**src/rtl/led_pulse_gen_pkg.sv**
```systemverilog
// Shared FSM encoding and default timing for the LED pulse generator.
package led_pulse_gen_pkg;

  typedef enum logic [1:0] {
    IDLE = 2'd0,
    ON   = 2'd1,
    OFF  = 2'd2
  } state_t;

  localparam int DEF_CNT_W      = 16;
  localparam int DEF_ON_CYCLES  = 50000;
  localparam int DEF_OFF_CYCLES = 50000;
  localparam int DEF_PEND_W     = 4;

endpackage

```
**src/rtl/led_pulse_gen.sv**
```systemverilog
// Turns single-cycle event strobes into LED pulses with guaranteed on/off time,
// queueing events that arrive mid-pulse in a saturating pending counter.
module led_pulse_gen
  import led_pulse_gen_pkg::*;
#(
  parameter int CNT_W      = DEF_CNT_W,
  parameter int ON_CYCLES  = DEF_ON_CYCLES,
  parameter int OFF_CYCLES = DEF_OFF_CYCLES,
  parameter int PEND_W     = DEF_PEND_W
) (
  input  logic              clk,
  input  logic              rst,
  input  logic              trig,
  input  logic              clr,
  output logic              led,
  output logic              busy,
  output logic [PEND_W-1:0] pending,
  output logic              overflow
);

  localparam logic [CNT_W-1:0]  ON_LOAD  = CNT_W'(ON_CYCLES - 1);
  localparam logic [CNT_W-1:0]  OFF_LOAD = CNT_W'(OFF_CYCLES - 1);
  localparam logic [PEND_W-1:0] PEND_MAX = '1;

  state_t           state;
  logic [CNT_W-1:0] tmr;
  logic             pend_full;
  logic             pend_any;
  logic             tmr_done;

  assign pend_full = (pending == PEND_MAX);
  assign pend_any  = (pending != '0);
  assign tmr_done  = (tmr == '0);

  always_ff @(posedge clk or negedge rst) begin
    if (!rst) begin
      state    <= IDLE;
      tmr      <= '0;
      led      <= 1'b0;
      busy     <= 1'b0;
      pending  <= '0;
      overflow <= 1'b0;
    end else if (clr) begin
      state    <= IDLE;
      tmr      <= '0;
      led      <= 1'b0;
      busy     <= 1'b0;
      pending  <= '0;
      overflow <= 1'b0;
    end else begin
      case (state)
        IDLE: begin
          if (trig) begin
            state <= ON;
            tmr   <= ON_LOAD;
            led   <= 1'b1;
            busy  <= 1'b1;
          end
        end
        ON: begin
          if (trig) begin
            if (pend_full) overflow <= 1'b1;
            else           pending  <= pending + 1'b1;
          end
          if (tmr_done) begin
            state <= OFF;
            tmr   <= OFF_LOAD;
            led   <= 1'b0;
          end else begin
            tmr <= tmr - 1'b1;
          end
        end
        OFF: begin
          if (tmr_done) begin
            // A trig on the restart cycle stands in for the queued event it would consume.
            if (pend_any || trig) begin
              state <= ON;
              tmr   <= ON_LOAD;
              led   <= 1'b1;
              if (pend_any && !trig) pending <= pending - 1'b1;
            end else begin
              state <= IDLE;
              busy  <= 1'b0;
            end
          end else begin
            tmr <= tmr - 1'b1;
            if (trig) begin
              if (pend_full) overflow <= 1'b1;
              else           pending  <= pending + 1'b1;
            end
          end
        end
        default: begin
          state <= IDLE;
          tmr   <= '0;
          led   <= 1'b0;
          busy  <= 1'b0;
        end
      endcase
    end
  end

endmodule

```
**config.mk**
```make
export PLATFORM = sky130hd
export DESIGN_NAME = led_pulse_gen
export DESIGN_NICKNAME = d
export VERILOG_FILES = /design/src/rtl/led_pulse_gen_pkg.sv /design/src/rtl/led_pulse_gen.sv
export SDC_FILE = /design/constraint.sdc
export NUM_CORES = 1
export LEC_CHECK = 0
export ABC_AREA = 1
export CAP_MARGIN = 0
export CORE_ASPECT_RATIO = 0.75
export CORE_UTILIZATION = 60
export DETAILED_ROUTE_END_ITERATION = 8
export PLACE_DENSITY = 0.8
export RECOVER_POWER = 50
export SLEW_MARGIN = 10
export SYNTH_ARGS = -nofsm -noshare
export SYNTH_HDL_FRONTEND = slang
export SYNTH_SLANG_ARGS = --single-unit
```
**constraint.sdc**
```tcl
create_clock -name clk -period 1.85 [get_ports clk]
set_input_delay 0.37 -clock clk [delete_from_list [all_inputs] [get_ports clk]]
set_output_delay 0.37 -clock clk [all_outputs]
set_load 0.02 [all_outputs]
```
---- Word-level counts from Yosys, hierarchy flattened ----
Cells that the tools add are included.
storage, ports and cells
  output and inout port bits .............. 7
  register bits ........................... 25
operators by class
  $add $sub $neg .......................... 3
  multiplexer cells ....................... 34
  equal/unequal tests ..................... 12
  reductions and logical operators ........ 13
operators by type and width
  kind                   number
  $mux 16                5
  $pmux 16 s3            1
  $mux 4                 6
  $ne 3x3->1 const B     6
  $logic_not 16->1       1
  $sub 16x1->16 const B  1
  $mux 1                 13
  $mux 2                 4
  $ne 4x4->1 const B     2
  $pmux 4 s2             1
  $reduce_and 4->1       2
  $pmux 1 s3             2
  $pmux 2 s3             1
  $reduce_and 3->1       2
  $add 4x1->4 const B    1
  $eq 4x4->1 const B     1
  $reduce_and 2->1       2
  $reduce_bool 4->1      1
  $sub 4x1->4 const B    1
  $reduce_bool 3->1      1
  $eq 2x1->1 const B     1
  $eq 2x2->1 const B     1
  $logic_not 2->1        1
  $ne 2x2->1 const B     1
  other kinds (4)        4

---- Longest topological paths before layout ----
Gate-level depths: netlist of the first run.
  word-level depth ........................ 7
  mapped depth ............................ 11

---- Worst setup path before layout of the first run ----
No wires, ideal clock.
  path type ............................... reg-to-reg
  from .................................... register pending[0]
  to ...................................... register tmr[8]
  arrival time ............................ 1552 ps
  clock period less this slack ............ 1669 ps
  setup time .............................. 117 ps
  stages on the path, launching flop included .. 11
  setup slack ............................. 181 ps
  buffers on the path ..................... 1
  required time ........................... 1733 ps
  path through ............................ dfrtp_1 inv_1 ha_1 nand4_2 nor2_4 nand3_4 nand2_4 buf_8 nor2_8 nand2_2 o21ai_2
between the ends
  longest elaborated chain between the ends .. 4
ends and longest elaborated chain
  what                               line                 text
  from (decl)                        led_pulse_gen.sv:17  output logic [PEND_W-1:0] pending,
  from (signal assigned)             led_pulse_gen.sv:63  else pending <= pending + 1'b1;
  from (signal assigned)             led_pulse_gen.sv:80  if (pend_any && !trig) pending <= pending - 1'b1;
  from (signal assigned)             led_pulse_gen.sv:89  else pending <= pending + 1'b1;
  $reduce_bool 4->1                  led_pulse_gen.sv:32  assign pend_any = (pending != '0);
  $logic_or 1x1->1                   led_pulse_gen.sv:76  if (pend_any || trig) begin
  $ne 4x4->1 (no source line)        --
  $reduce_and 2->1 (no source line)  --
  to (signal assigned)               led_pulse_gen.sv:70  tmr <= tmr - 1'b1;
  to (signal assigned)               led_pulse_gen.sv:86  tmr <= tmr - 1'b1;
  to (decl)                          led_pulse_gen.sv:26  logic [CNT_W-1:0] tmr;
Every way passes these cells.
A chain may end at the register's enable or synchronous reset.

---- Worst setup path in the final report of the first run ----
  from .................................... register tmr[10]
  to ...................................... register pending[1]
between the ends
  longest elaborated chain between the ends .. 4
  elaborated cells on any way between the ends .. 7
ends and longest elaborated chain
  what                  line                 text
  $logic_not 16->1 (*)  led_pulse_gen.sv:33  assign tmr_done = (tmr == '0);
  $mux 4                led_pulse_gen.sv:74  if (tmr_done) begin
  $pmux 4 s2            led_pulse_gen.sv:51  case (state)
  $mux 4                led_pulse_gen.sv:43  end else if (clr) begin
Every way passes the cells marked *; elsewhere a longest branch is shown, timed or not.

==> metrics, run 1 <==
Vias=approximately 1.9k; setup TNS=0 ns; mux cell area share after synthesis=0; row cnt=17; run status=finished, final reports clean; Hold Path End=led; max_slew headroom=0.582; critical path endpoint category=register; fin crit share=0.944; Async SR Flop Fraction=1.00; Global Route Usage Sum=0.293; leakage=1.19 nW; Yosys warning count=0; synth unique cells=35; R2R Path End=pending[1]; sequential area share after synthesis=0.311; Yosys top cell by area=dfrtp_1; largest net degree at the start of global routing=26; Synth Area in XOR/XNOR=0.0131; crit path cell chain=nor2_1 > nand2_1 > nor2_1 > nand2_2 > o211ai_1 > o21ai_1; reg-to-reg startpoint=tmr[10]; leading cell types in the layout, fill and taps excluded=94 x nand2_1, 35 x nor2_1, 31 x inv_1; Clk Tree Root Cell=clkbuf_8; CP max stage cell=dfrtp_1; Mapped Area=0.00201 mm2; hold path start=led; Req. time, crit path=around 2 ns; ant diodes=0; Wirelength per Cell=12.8 um; MaxCap Viol Count=0; Max IR drop VDD=approximately 0.98 mV; slew at the pin closest to its max-slew limit=roughly 0.63 ns; vias in the first global route=1703; Crit Path Max Fanout=7; Clock Skew=0.00264 ns; DRT iter0 DRCs=179; Post-synth EDFFs=0; Final #Nets=338; Syn Area/Cell=6.79 um2; IO buf count=10; Synth Area in Simple Gates=0.437; 1st-pass router iterations=5; Arrival @ worst endpoint=1.90 ns; cells on worst reg2reg path=6; Top FF cell, synth=dfrtp_1; Finished Core Util=0.752; max incr delay on CP=0.43 ns; DRT Wirelength=between 4 and 5 mm; hold path cells=2; CTS clk-pin slew, worst paths=0.09 ns; FMAX=0.572 GHz; met3 routed WL=~240 um; Initial Utilization=0.656; final setup vio count=0; final worst path period need=1.75 ns; DP HPWL=~3.5 mm; global route overflow=0; clk sinks=25; # IOs=11; Final Hold Vio Count=0; synthesis-to-layout area growth=14.5%; Syn Inst Count=296; met2 WL=1.98 mm; main combinational cell family by area after synthesis=simple AND/OR/NAND/NOR gates; Setup CP Type=reg -> reg; number of remaining DRC errors=0; Metal-1 WL=2.38 mm; Clock Latency Late Sink=0.27 ns; Placer Congestion=about 0.91; antenna viol nets, final=0; uppermost layer routed=met4; Synth top area share=0.311; cell mode on critical path=nor2_1; P per Cell Area=1540 mW/mm2; Core Region=about 0.0031 mm2; worst hold slack=~0.49 ns; Synth Area in Adders=0.0560; clock buffer count from CTS=3; chip width=68.8 um; Syn Nets=309; H-tree depth=1; flops & latches, synth=25; max-slew violations=0; Critical Path Start Type=register; routed vias/inst=5.32; antenna violations before repair=0; deepest clock path buffer count=2; total design power=between 3 and 4 mW; RSZ-0062 raised after global routing=no; Die Ht=52.1 um; TritonCTS clock tree=yes; R2R Setup Slk=0.10 ns; first-pass GRT wire length=7.63 mm; most common cell after layout, fill and taps aside=nand2_1; Worst Hold Class=reg -> reg; layout cells sized above 1=0.185; Synth area leaders=dfrtp_1 31%, nand2_1 18%, nor2_1 6.5%, nand3_1 6.0%, inv_1 5.8%; Synth Area in Compound Gates=0.0865; die footprint=between 0.003 and 0.004 mm2
-- registers in the layout, summed over array words and instances, names as in the netlist --
signal and flops:
led 1, state 2, busy 1, overflow 1
pending 4, tmr 16
-- timing repair --
item,CTS,global route
hold buffers,0,0
buffers inserted,0,0
endpoints found under the setup margin,0,3
resized for setup,0,3
-- worst max-delay path, delay by kind of cell, from the launching register on --
kind | cells | cell delay [ns]
AND/OR/NAND/NOR | 4 | 0.75
AO/OA/AOI/OAI | 2 | 0.45
flip-flops | 1 | 0.43
-- per-layer routing --
| layer | up-vias | global-route usage |
|---|---|---|
| met2 | 53 | 0.440 |
| met1 | 879 | 0.441 |
| met3 | 4 | 0.0461 |
| li1 | 990 | - |
| met5 | - | 0 |
| met4 | 0 | 0.0544 |
-- cells in the mapped netlist (3+ instances only) --
cell and instances:
nand2_1 95, inv_2 6, nor2_1 35, a21oi_1 6
nor2_2 7, nand4_1 6, o21ai_0 6, dfrtp_1 25
o21ai_1 10, nand3_1 24, nand2_2 5, ha_1 9
nor3_1 3, inv_1 31, nor2_4 4
-- metrics by stage --
step / std cells / worst slack [ns] / cell area [um2]
6_report: 362 / 0.103 / 2300
4_1_cts: 362 / 0.0769 / 2300
3_3_place_gp: 358 / 0.0864 / 2250
5_1_grt: 362 / 0.0127 / 2300
2_1_floorplan: 296 / 0.181 / 2010
3_5_place_dp: 358 / 0.0476 / 2250
-- cell families after synthesis --
group | Yosys count
buffers and inverters | 43
xor gates and xnor gates | 3
AOI/OAI and AO/OA | 29
and+or+nand+nor | 187
adders and majority gates | 9
DFF | 25
-- report_power, final --
group / switching, mW / internal, mW
sequential: 0.177 / 0.732
combinational: 1.47 / 0.847
clock: 0.174 / 0.154
-- cell type report --
type / count / area (um2)
fill: 267 / 761
timing repair buffer: 29 / 240
inverter: 38 / 144
sequential: 25 / 626
multi-input combinational: 228 / 1200
clock buffer: 4 / 45.0
tap: 38 / 47.5
-- worst max-delay path by stage --
stage                     startpoint    endpoint  slack, ns
final                        tmr[10]  pending[1]       0.10
after floorplan           pending[0]      tmr[8]       0.18
after global placement           clr     tmr[13]       0.09
after global routing        state[0]      tmr[5]       0.01
after CTS                     tmr[0]  pending[1]       0.08
after detailed placement         clr     tmr[11]       0.05
Power figures use the tool's default switching activity.
==> run 2: changes to the inputs <==
--- a/config.mk
+++ b/config.mk
@@ -7,7 +7,7 @@
 export LEC_CHECK = 0
 export ABC_AREA = 1
 export CAP_MARGIN = 0
-export CORE_ASPECT_RATIO = 0.75
+export CORE_ASPECT_RATIO = 1.5
 export CORE_UTILIZATION = 60
 export DETAILED_ROUTE_END_ITERATION = 8
 export PLACE_DENSITY = 0.8
==> run 2 against run 1 <==
Against the previous run: critical endpoint is now pending[2]; highest routed layer unchanged; die area about the same; largest cell class unchanged; sequential share of layout area up 0.23 points; register-to-register slack better by 0.05 ns; maximum frequency down 0.58%; wire length up 4.3%.
==> metrics, run 2 (same netlist as run 1, synthesis figures left out) <==
crit path cell chain=clkdlybuf4s50_1; max-slew violations=0 (unchanged); placed cell areas=0.00223 mm2 (-0.89%); Post-CTS Setup Bufs=0 (unchanged); cell family with most CP delay=buffers and inverters; total design power=3.60 mW (+1.3%); final setup vio count=0 (unchanged); leakage=1.17 nW (-1.2%); TritonCTS clock tree=yes; largest registers=tmr (16), pending (4), state (2); Crit Path Max Fanout=9 (+2); Arrival @ worst endpoint=1.39 ns (-0.51 ns); Initial Utilization=0.636 (-0.0200); # resized after CTS=1 (+1); Final Hold Vio Count=0 (unchanged); Critical Path Start Type=register; Req. time, crit path=1.48 ns (-0.52 ns); routed vias/inst=5.43 (+2.0%); Core Region=0.00316 mm2 (+3.1%); clk sinks=25 (unchanged); H-tree depth=1 (unchanged); Most flops, register=tmr; Wirelength per Cell=13.4 um (+4.5%); ant diodes=0 (unchanged); run status=finished, final reports clean; RSZ-0062 raised after global routing=no; layout cells sized above 1=0.181 (-0.00450); Clk Tree Root Cell=clkbuf_8; Worst Hold Class=reg -> reg; Die Ht=72.9 um (+40%); Finished Core Util=0.724 (-0.0277); Placer Congestion=0.961 (+5.4%); DRT Wirelength=4.83 mm (+4.3%); max incr delay on CP=0.64 ns (+0.21 ns); DP HPWL=3.72 mm (+4.8%); max_slew headroom=0.573 (-0.00965); final worst path period need=1.76 ns (+0.0101 ns); vias in the first global route=1930 (+13%); clock buffer count from CTS=3 (unchanged); fin crit share=0.950 (+0.00547); Max IR drop VDD=1.06 mV (+8.7%); die footprint=0.00359 mm2 (about the same); Clock Latency Late Sink=0.27 ns (about the same); setup TNS=0 ns (unchanged); antenna viol nets, final=0 (unchanged); P per Cell Area=1570 mW/mm2 (+2.0%); Vias=1960 (+1.8%); largest net degree at the start of global routing=26 (unchanged); hold_buf cts=0 (unchanged); antenna violations before repair=0 (unchanged); CP bufs+invs=1 (+1); CTS clk-pin slew, worst paths=0.09 ns (about the same); leading cell types in the layout, fill and taps excluded=95 x nand2_1, 35 x nor2_1, 31 x inv_1; number of remaining DRC errors=0 (unchanged); global route overflow=0 (unchanged); CP max stage cell=clkdlybuf4s50_1; slew at the pin closest to its max-slew limit=0.641 ns (+0.0145 ns); deepest clock path buffer count=2 (unchanged); FMAX=0.569 GHz (-0.58%); Setup CP Type=reg -> out; critical path endpoint category=output port; Final #Nets=335 (-0.89%); chip width=49.3 um (-28%); fin area=0.00229 mm2 (-0.65%); number of flip-flops in the largest register=16 (unchanged); # IOs=11 (unchanged); row cnt=25 (+8); IO buf count=10 (unchanged); most common cell after layout, fill and taps aside=nand2_1; DRT iter0 DRCs=48 (-73%); Global Route Usage Sum=0.301 (+0.00842); MaxCap Viol Count=0 (unchanged); synthesis-to-layout area growth=13.8%; 1st-pass router iterations=4 (-1); first-pass GRT wire length=8.27 mm (+8.3%); Clock Skew=0.00516 ns (+0.00252 ns)
-- run 2: changes by cell type in the layout (fill, tap and decap cells not counted), sizes merged --
cell,previous run,this run
clkinv,1,2
dlygate4sd3,2,3
clkbuf,5,4
clkdlybuf4s50,8,7
buf,18,15
-- run 2: layer usage --
| metal | up-vias | part of all wire | track usage |
|---|---|---|---|
| li1 | 980 | - | - |
| met1 | 923 | 0.39 | 0.309 |
| met2 | 40 | 0.55 | 0.594 |
| met3 | 17 | 0.020 | 0.0208 |
| met4 | 0 | 0.038 | 0.160 |
| met5 | - | 0 | 0 |
-- run 2: path summary, 6_finish.rpt --
| check | startpoint | endpoint | slack [ns] | depth (start not counted) |
|---|---|---|---|---|
| worst max-delay path | pending[2] | pending[2] | 0.09 | 1 |
| worst min-delay path | tmr[15] | tmr[15] | 0.53 | 2 |
| worst max register to register | state[0] | tmr[12] | 0.15 | 10 |
| worst min register to register | tmr[15] | tmr[15] | 0.53 | 2 |
| max in group asynchronous | rst | pending[2] | 0.76 | 2 |
| min in group asynchronous | rst | pending[1] | 0.64 | 2 |
-- run 2: report_power, final --
part	total, mW	switching (mW)	internal, mW
sequential	0.921	0.189	0.732
combinational	2.34	1.50	0.843
clock	0.338	0.186	0.151
-- run 2: final cells by class --
type | instances | area [um2]
tap | 40 | 50.0
inverter | 38 | 144
clock inverter | 1 | 5.00
sequential | 25 | 627
clock buffer | 3 | 41.3
fill | 258 | 872
timing repair buffer | 26 | 218
multi-input combinational | 228 | 1200
-- run 2: metrics by stage --
stage	setup WS (ns)	hold slack [ns]	cells
floorplan	0.181	0.0744	296
global placement	0.0207	0.490	357
detailed placement	-0.0234	0.505	357
CTS	0.0904	0.476	361
global route	0.0179	0.546	361
finish	0.0930	0.526	361
==> run 3: changes to the inputs <==
==> constraint.sdc (replaced) <==
create_clock -name clk -period 2.25 [get_ports clk]
set_input_delay 0.45 -clock clk [delete_from_list [all_inputs] [get_ports clk]]
set_output_delay 0.45 -clock clk [all_outputs]
set_load 0.02 [all_outputs]
==> run 3 against run 2 <==
Against the previous run: sequential cell count unchanged; critical endpoint is now tmr[0]; register-to-register slack better by 0.13 ns; power is 21% lower; worst setup slack gained 0.18 ns; largest cell class unchanged; largest power group unchanged; utilization down 3.5 points; cell area decreased by 4.9%.
==> metrics, run 3 (same netlist as run 1, synthesis figures left out) <==
run status=finished, final reports clean; 1st-pass router iterations=4 (unchanged); Die Ht=72.9 um (unchanged); Fillers=277 (+7.4%); leakage=1.11 nW (-5.0%); max incr delay on CP=0.43 ns (-0.21 ns); Post-CTS Setup Bufs=0 (unchanged); RSZ-0062 raised after global routing=no; largest net degree at the start of global routing=26 (unchanged); Arrival @ worst endpoint=2.14 ns (+0.75 ns); Core Region=0.00316 mm2 (unchanged); DP HPWL=3.62 mm (-2.7%); number of remaining DRC errors=0 (unchanged); DRT iter0 DRCs=77 (+60%); # resized after CTS=0 (-1); Final Hold Vio Count=0 (unchanged); Wirelength per Cell=13.6 um (+1.7%); clk sinks=25 (unchanged); Most flops, register=tmr; DRT Wirelength=4.75 mm (-1.7%); Max IR drop VDD=0.886 mV (-17%); largest registers=tmr (16), pending (4), state (2); Clk Tree Root Cell=clkbuf_8; final worst path period need=1.97 ns; IO buf count=10 (unchanged); most common cell after layout, fill and taps aside=nand2_1; MaxCap Viol Count=0 (unchanged); global route overflow=0 (unchanged); Setup CP Type=reg -> reg; final setup vio count=0 (unchanged); slew at the pin closest to its max-slew limit=1.40 ns (+0.756 ns); CP max stage cell=dfrtp_1; Initial Utilization=0.636 (unchanged); fin crit share=0.878; Clock Skew=0.00281 ns (-0.00235 ns); Crit Path Max Fanout=11 (+2); max-slew violations=0 (unchanged); layout cells sized above 1=0.129 (-0.0512); vias in the first global route=1828 (-5.3%); antenna viol nets, final=0 (unchanged); first-pass GRT wire length=7.99 mm (-3.3%); Global Route Usage Sum=0.297 (-0.00481); cell mode on critical path=nand2_1; Placer Congestion=0.906 (-5.8%); Req. time, crit path=2.42 ns (+0.94 ns); Critical Path Start Type=register; deepest clock path buffer count=2 (unchanged); max_slew headroom=0.0688 (-0.504); H-tree depth=1 (unchanged); row cnt=25 (unchanged); leading cell types in the layout, fill and taps excluded=95 x nand2_1, 36 x nor2_1, 31 x inv_1; Final #Nets=323 (-3.6%); antenna violations before repair=0 (unchanged); ant diodes=0 (unchanged); CTS clk-pin slew, worst paths=0.09 ns (about the same); clock buffer count from CTS=3 (unchanged); Post-Layout Cell Count=349 (-3.3%); TritonCTS clock tree=yes; Vias=1886 (-3.8%); FMAX=just over 0.5 GHz; routed vias/inst=5.40 (-0.47%); P per Cell Area=1300 mW/mm2 (-17%); critical path endpoint category=register; Clock Latency Late Sink=0.28 ns (about the same); placed cells=345 (-3.4%); hold_buf cts=0 (unchanged); crit path cell chain=inv_1 > ha_1 > nand2_1 > nor2_4 > nand3_4 > nand2_4 > inv_2 > nand2_1 > o21ai_1; chip width=49.3 um (unchanged); setup TNS=0 ns (unchanged); # IOs=11 (unchanged); number of flip-flops in the largest register=16 (unchanged); Worst Hold Class=reg -> reg; synthesis-to-layout area growth=8.21%; die footprint=0.00359 mm2 (unchanged)
==> run 3: final timing paths <==
path                            startpoint       to  slack [ns]  cells after the start
worst max-delay path              state[0]   tmr[0]        0.28                      9
worst min-delay path                   led      led        0.50                      2
worst max register to register    state[0]   tmr[0]        0.28                      9
worst min register to register         led      led        0.50                      2
max in group asynchronous              rst   tmr[2]        0.42                      2
min in group asynchronous              rst  tmr[11]        1.02                      2
==> run 3: metrics by stage <==
stage	worst slack (ns)	power [mW]	hold WS [ns]	cell area (um2)	utilization
5_1_grt	0.104	3.10	0.524	2180	0.689
3_5_place_dp	0.167	2.56	0.492	2140	0.678
2_1_floorplan	0.581	2.15	0.154	2010	-
6_report	0.275	2.84	0.501	2180	0.689
3_3_place_gp	0.259	2.52	0.477	2140	0.678
4_1_cts	0.280	2.84	0.515	2190	0.692
==> run 3: cell type report <==
class	count	area, um2	share of cell area
Clock buffer	4	45.0	0.0207
Inverter	38	144	0.0661
Multi-Input combinational cell	228	1180	0.545
Sequential cell	25	626	0.288
Tap cell	40	50.0	0.0230
Timing Repair Buffer	14	126	0.0581
==> run 3: power breakdown <==
| part | switching (mW) | internal, mW | total (mW) |
|---|---|---|---|
| clock network | 0.152 | 0.127 | 0.279 |
| logic | 1.16 | 0.612 | 1.78 |
| registers | 0.180 | 0.601 | 0.781 |
==> run 3: worst max-delay path, delay by kind of cell, from the launching register on <==
kind	cells	cell delay, ns
DFF	1	0.43
adders and majority gates	1	0.32
and+or+nand+nor	5	0.79
buffers and inverters	2	0.23
AOI/OAI and AO/OA	1	0.08
==> run 3: routing by layer <==
| layer | GRT usage | up-vias | part of all wire |
|---|---|---|---|
| li1 | - | 957 | - |
| met2 | 0.565 | 62 | 0.54 |
| met1 | 0.321 | 851 | 0.38 |
| met5 | 0 | - | 0 |
| met3 | 0.0208 | 16 | 0.040 |
| met4 | 0.157 | 0 | 0.036 |
